`src/rtl/fetch_pkg.sv`:
```
// -----------------------------------------------------------------------------
// fetch_pkg
// Shared constants and encodings for the instruction-fetch stage.
//   pc_sel_e   : redirect-source encoding carried on id_if_selpctype
//   NOP_INSTR  : bubble word inserted on redirect when FETCH_FLUSH_EN is defined
//   PC_INCR    : sequential PC step (one 32-bit word)
// -----------------------------------------------------------------------------
package fetch_pkg;

  typedef enum logic [1:0] {
    PCSEL_IMD2EXT = 2'b00,
    PCSEL_REGA    = 2'b01,
    PCSEL_INDEX   = 2'b10,
    PCSEL_EXC     = 2'b11
  } pc_sel_e;

  localparam logic [31:0] NOP_INSTR = 32'h0000_0000;
  localparam logic [31:0] PC_INCR   = 32'd4;

  // Sequential successor; 32-bit addition wraps 32'hFFFF_FFFC to 0.
  function automatic logic [31:0] pc_step(input logic [31:0] pc);
    return pc + PC_INCR;
  endfunction

endpackage

```
`src/rtl/fetch_pc_mux.sv`:
```
// -----------------------------------------------------------------------------
// fetch_pc_mux
// Combinational next-PC selection for the fetch stage. Stall and reset
// priority live in the parent; this block only answers "where would the PC
// go if the stage advanced this cycle".
//
// Ports
//   pc_plus4     in  32  sequential successor of the current PC
//   selpcsource  in   1  1 = take a redirect target, 0 = sequential
//   selpctype    in   2  redirect source (see fetch_pkg::pc_sel_e)
//   rega         in  32  register-jump target
//   pcimd2ext    in  32  PC-relative branch target
//   pcindex      in  32  absolute jump target
//   pc_next      out 32  selected next PC
//
// Parameters
//   EXC_VECTOR   target used for PCSEL_EXC
// -----------------------------------------------------------------------------
module fetch_pc_mux
  import fetch_pkg::*;
#(
  parameter logic [31:0] EXC_VECTOR = 32'd64
) (
  input  logic [31:0] pc_plus4,
  input  logic        selpcsource,
  input  logic [1:0]  selpctype,
  input  logic [31:0] rega,
  input  logic [31:0] pcimd2ext,
  input  logic [31:0] pcindex,
  output logic [31:0] pc_next
);

  logic [31:0] redirect_target;

  // Targets pass through unaltered; no alignment is enforced here.
  always_comb begin
    redirect_target = pcimd2ext;
    case (pc_sel_e'(selpctype))
      PCSEL_IMD2EXT: redirect_target = pcimd2ext;
      PCSEL_REGA:    redirect_target = rega;
      PCSEL_INDEX:   redirect_target = pcindex;
      PCSEL_EXC:     redirect_target = EXC_VECTOR;
      default:       redirect_target = pcimd2ext;
    endcase
  end

  always_comb begin
    pc_next = selpcsource ? redirect_target : pc_plus4;
  end

endmodule

```
`src/rtl/fetch_stage.sv`:
```
// -----------------------------------------------------------------------------
// fetch_stage
// Instruction-fetch stage of the 5-stage 32-bit pipeline. Holds the PC,
// issues a combinational read to the memory controller at the PC, and
// captures the returned word plus PC+4 into the IF/ID register.
//
// Ports
//   clock              in   1  system clock, rising edge
//   reset              in   1  synchronous, active-high
//   ex_if_stall        in   1  freeze PC and IF/ID register
//   id_if_selpcsource  in   1  1 = redirect using id_if_selpctype
//   id_if_selpctype    in   2  00 pcimd2ext, 01 rega, 10 pcindex, 11 EXC_VECTOR
//   id_if_rega         in  32  register-jump target
//   id_if_pcimd2ext    in  32  branch target
//   id_if_pcindex      in  32  jump target
//   mc_if_data         in  32  instruction word at if_mc_addr (same cycle)
//   if_mc_en           out  1  memory read enable
//   if_mc_addr         out 32  memory read address (= pc)
//   if_id_nextpc       out 32  registered PC+4 of fetched instruction
//   if_id_instruc      out 32  registered fetched instruction
//
// Parameters
//   RESET_PC    PC loaded on reset
//   EXC_VECTOR  exception redirect target
//
// Build option
//   FETCH_FLUSH_EN  when defined, the word fetched in a redirect cycle is
//                   replaced by a NOP bubble; otherwise it passes through as
//                   the branch delay slot.
// -----------------------------------------------------------------------------
module fetch_stage
  import fetch_pkg::*;
#(
  parameter logic [31:0] RESET_PC   = 32'h0000_0000,
  parameter logic [31:0] EXC_VECTOR = 32'd64
) (
  input  logic        clock,
  input  logic        reset,
  input  logic        ex_if_stall,
  input  logic        id_if_selpcsource,
  input  logic [1:0]  id_if_selpctype,
  input  logic [31:0] id_if_rega,
  input  logic [31:0] id_if_pcimd2ext,
  input  logic [31:0] id_if_pcindex,
  input  logic [31:0] mc_if_data,
  output logic        if_mc_en,
  output logic [31:0] if_mc_addr,
  output logic [31:0] if_id_nextpc,
  output logic [31:0] if_id_instruc
);

  logic [31:0] pc;
  logic [31:0] pc_plus4;
  logic [31:0] pc_next;
  logic [31:0] instr_capture;

  assign pc_plus4 = pc_step(pc);

  fetch_pc_mux #(
    .EXC_VECTOR (EXC_VECTOR)
  ) u_pc_mux (
    .pc_plus4    (pc_plus4),
    .selpcsource (id_if_selpcsource),
    .selpctype   (id_if_selpctype),
    .rega        (id_if_rega),
    .pcimd2ext   (id_if_pcimd2ext),
    .pcindex     (id_if_pcindex),
    .pc_next     (pc_next)
  );

`ifdef FETCH_FLUSH_EN
  always_comb begin
    instr_capture = id_if_selpcsource ? NOP_INSTR : mc_if_data;
  end
`else
  always_comb begin
    instr_capture = mc_if_data;
  end
`endif

  // Reset beats stall; stall beats redirect (decode re-presents it later).
  always_ff @(posedge clock) begin
    if (reset) begin
      pc            <= RESET_PC;
      if_id_nextpc  <= 32'h0000_0000;
      if_id_instruc <= 32'h0000_0000;
    end else if (!ex_if_stall) begin
      pc            <= pc_next;
      if_id_nextpc  <= pc_plus4;
      if_id_instruc <= instr_capture;
    end
  end

  assign if_mc_addr = pc;
  assign if_mc_en   = !reset && !ex_if_stall;

endmodule

```
`config.mk`:
```
export PLATFORM = sky130hd
export DESIGN_NAME = fetch_stage
export DESIGN_NICKNAME = d
export VERILOG_FILES = /design/src/rtl/fetch_pkg.sv /design/src/rtl/fetch_pc_mux.sv /design/src/rtl/fetch_stage.sv
export SDC_FILE = /design/constraint.sdc
export NUM_CORES = 1
export LEC_CHECK = 0
export ABC_AREA = 1
export ABC_CLOCK_PERIOD_IN_PS = 4700
export BUFFER_PORTS_ARGS = -buffer_cell sky130_fd_sc_hd__buf_2
export CORE_ASPECT_RATIO = 2
export CORE_UTILIZATION = 40
export CTS_BUF_LIST = sky130_fd_sc_hd__clkbuf_2 sky130_fd_sc_hd__clkbuf_4 sky130_fd_sc_hd__clkbuf_8
export CTS_CLUSTER_DIAMETER = 30
export DETAILED_ROUTE_END_ITERATION = 8
export PLACE_DENSITY = 0.76
export SLEW_MARGIN = 30
export SYNTH_ARGS = -nofsm -noshare
export SYNTH_HDL_FRONTEND = slang
export SYNTH_HIERARCHICAL = 1
export SYNTH_SLANG_ARGS = --single-unit
```
`constraint.sdc`:
```
create_clock -name clock -period 4.7 [get_ports clock]
set_input_delay 0.94 -clock clock [delete_from_list [all_inputs] [get_ports clock]]
set_output_delay 0.94 -clock clock [all_outputs]
set_load 0.02 [all_outputs]
```
==> summary.md <==
| Metric | Value |
|---|---|
| GRT Util Overall | `27.3%` |
| Clk slew on worst S/H paths | `0.09 ns` |
| Port bufs | `230` |
| Reg2reg start | `if_mc_addr[2]$_SDFFE_PP0N_` |
| GP Congestion | `1.01` |
| Vias in the first global route | `6049` |
| Slew @ Worst Pin | `0.923 ns` |
| YS warnings | `6` |
| Post-Route Skew | `0.0105 ns` |
| Status | `finished clean` |
| Sequential-to-total area share from yosys stat | `34.7%` |
| CP Capture Type | `flop` |
| Drt pass-1 iters | `5` |
| R2R cell count | `11` |
| Setup violators final | `0` |
| Post-Synthesis Cells | `921` |
| Total die area | `0.0143 mm2` |
| Clock buffer count from CTS | `9` |
| Initial Util | `41.2%` |
| Cell area after layout | `0.00678 mm2` |
| Critical path cell sequence | `buf_2, inv_2, nand3_1, nand2_1, nor2_1, nor2_1, nor2_1, a211oi_1` |
| Chip width | `85.2 um` |
| Reg2Reg Setup Slack | `2.60 ns` |
| Commonest cells after routing, fill and taps aside | `nand2_1, buf_2, nor2_1` |
| Latest clock arrival within the worst-skew pair | `0.37 ns` |
| Final Slew Violations | `0` |
| Root Buffer | `clkbuf_8` |
| Clock power frac | `26.5%` |
| Internal power | `1.21 mW` |
| Final net count | `1244` |
| Sw frac | `34.3%` |
| Most common cell after layout, fill and taps aside | `nand2_1` |
| DR WL/cell | `15.4 um` |
| Req. time, crit path | `4.92 ns` |
| Core Area | `0.0134 mm2` |
| CTS Hold Bufs | `0` |
| Crit path largest cell delay | `0.53 ns` |
| Io pins | `231` |
| FMAX | `428 MHz` |
| Nature of the critical path startpoint | `input pin` |
| Ys flop type | `dfxtp_1` |
| Initial antenna violation count | `0` |
| Area Overhead vs Synth | `22.5%` |
| H-tree depth | `3` |
| WP data arrival | `2.55 ns` |
| Switching power | `633 uW` |
| Reg2reg end | `if_mc_addr[22]$_SDFFE_PP0N_` |
| Routed Antenna Nets | `0` |
| Largest net degree at the start of global routing | `104` |
| Setup TNS | `0 ns` |
| WHS Endpoint | `if_id_instruc[12]$_SDFFE_PP0N_` |
| Hold Crit Start | `if_id_instruc[12]$_SDFFE_PP0N_` |
| Hold Path Class | `flop to flop` |
| Final hold vios | `0` |
| Crit-path max FO | `33` |
| Layout cell share with drive strength beyond 1 | `24.1%` |
| Post-CTS Setup Bufs | `0` |
| DR vias/cell | `5.08` |
| Syn nets | `1056` |
| Synth cell types | `25` |
| P per Cell Area | `272 mW/mm2` |
| Vias | `6447` |
| Tcrit/Tclk final | `49.7%` |
| RSZ-0062 raised after global routing | `no` |
| Placed cell area | `0.00661 mm2` |
| Avg Cell Area, Syn | `6.01 um2` |
| Max IR drop VDD | `0.126 mV` |
| Max-Cap Viols | `0` |
| CP Class | `input pin to flop` |
| Post-synth ARST share | `0%` |
| Routed WL | `19.5 mm` |
| CP most frequent cell | `nor2_1` |
| Worst path slowest cell | `buf_2` |
| Minimum clock period | `2.34 ns` |
| Reg power frac | `49.3%` |
| CTS tree | `yes` |
| Die H | `168 um` |
| Grt ovf | `0` |
| Longest Clk Path Bufs | `2` |
| EDFF count, synth | `0` |
| DRC errors left | `0` |
| Finished Core Util | `50.5%` |
| # rows | `60` |
| Leak pwr | `3.60 nW` |
| Initial DRC Count | `362` |
| Final HPWL from detailed placement | `14.6 mm` |
| Worst hold stages | `2` |
| Syn Std Cell Area | `0.00553 mm2` |
| # clock sinks | `96` |
| Flops & latches, synth | `96` |
| Antenna diode count | `0` |
| First-pass GRT wire length | `30.2 mm` |
| Slew HR | `38.4%` |
| Comb pwr share | `24.3%` |
| # resized after CTS | `0` |
[kinds of logic (layout without fill, tap and decap cells)]
kind of cell | count (synthesis) | after routing | synth area share (%)
simple gates | 604 | 604 | 44.7
buf+inv | 121 | 313 | 9.90
flops | 96 | 96 | 34.7
compound gates | 91 | 91 | 9.22
xor+xnor | 8 | 8 | 1.27
fa+ha+maj | 1 | 1 | 0.226
[critical path: cells and delay by family]
kind	cells	cell delay, ns
compound gates	1	0.06
buf+inv	2	0.94
simple gates	5	0.61
[routing by layer]
| metal | track usage (%) | part of all wire, % | vias up |
|---|---|---|---|
| met5 | 0 | 0 | - |
| li1 | - | - | 3249 |
| met1 | 26.9 | 35 | 2913 |
| met3 | 3.68 | 4.7 | 49 |
| met2 | 53.4 | 55 | 236 |
| met4 | 14.0 | 4.7 | 0 |
[power by group through the flow]
stage | logic [mW] | clock network (mW) | registers, mW
3_3_place_gp | 0.445 | 0 | 0.927
4_1_cts | 0.449 | 0.507 | 0.910
5_1_grt | 0.492 | 0.534 | 0.917
6_report | 0.448 | 0.489 | 0.910
2_1_floorplan | 0.222 | 0 | 0.982
3_5_place_dp | 0.448 | 0 | 0.929
[synth_stat cells, types with 6 or more instances]
master,count,share of area (%)
buf_4,9,1.2
buf_2,24,2.2
nor2_1,201,14
clkbuf_1,21,1.4
nand3_1,87,7.9
nor2_4,6,1.2
a21oi_1,46,4.2
o21ai_1,12,1.1
nand2_1,298,20
inv_1,60,4.1
o21ai_0,11,0.99
dfxtp_1,96,35
a211oi_1,22,3.0
[metrics by stage]
| step | std cells | hold WS [ns] | setup WS (ns) | power [mW] |
|---|---|---|---|---|
| after floorplan | 921 | 0.467 | 2.19 | 1.20 |
| after CTS | 1268 | 0.467 | 2.44 | 1.87 |
| after global placement | 1253 | 0.449 | 2.04 | 1.37 |
| after global routing | 1268 | 0.478 | 2.21 | 1.94 |
| final | 1268 | 0.464 | 2.36 | 1.85 |
| after detailed placement | 1253 | 0.453 | 2.03 | 1.38 |
[flip-flops by register name, summed over array words and instances (netlist names)]
name           cells
if_id_instruc     32
if_id_nextpc      32
if_mc_addr        32
[how the worst max path moves through the flow]
stage,from,slack (ns),cells past startpoint,end
finish,id_if_selpctype[1],2.36,8,if_mc_addr[21]$_SDFFE_PP0N_
global route,id_if_selpctype[1],2.21,8,if_mc_addr[25]$_SDFFE_PP0N_
CTS,id_if_selpctype[1],2.44,8,if_mc_addr[17]$_SDFFE_PP0N_
detailed placement,id_if_selpctype[1],2.03,8,if_mc_addr[21]$_SDFFE_PP0N_
global placement,id_if_selpctype[1],2.04,8,if_mc_addr[29]$_SDFFE_PP0N_
floorplan,reset,2.19,3,if_mc_en
[final cells by class]
class | instances | area (um2)
timing repair buffer | 235 | 1200
multi-input combinational | 704 | 3060
inverter | 63 | 236
fill | 1480 | 6660
tap | 155 | 194
clock inverter | 6 | 43.8
sequential | 96 | 1920
clock buffer | 9 | 124
(Power assumes the default switching activity.)
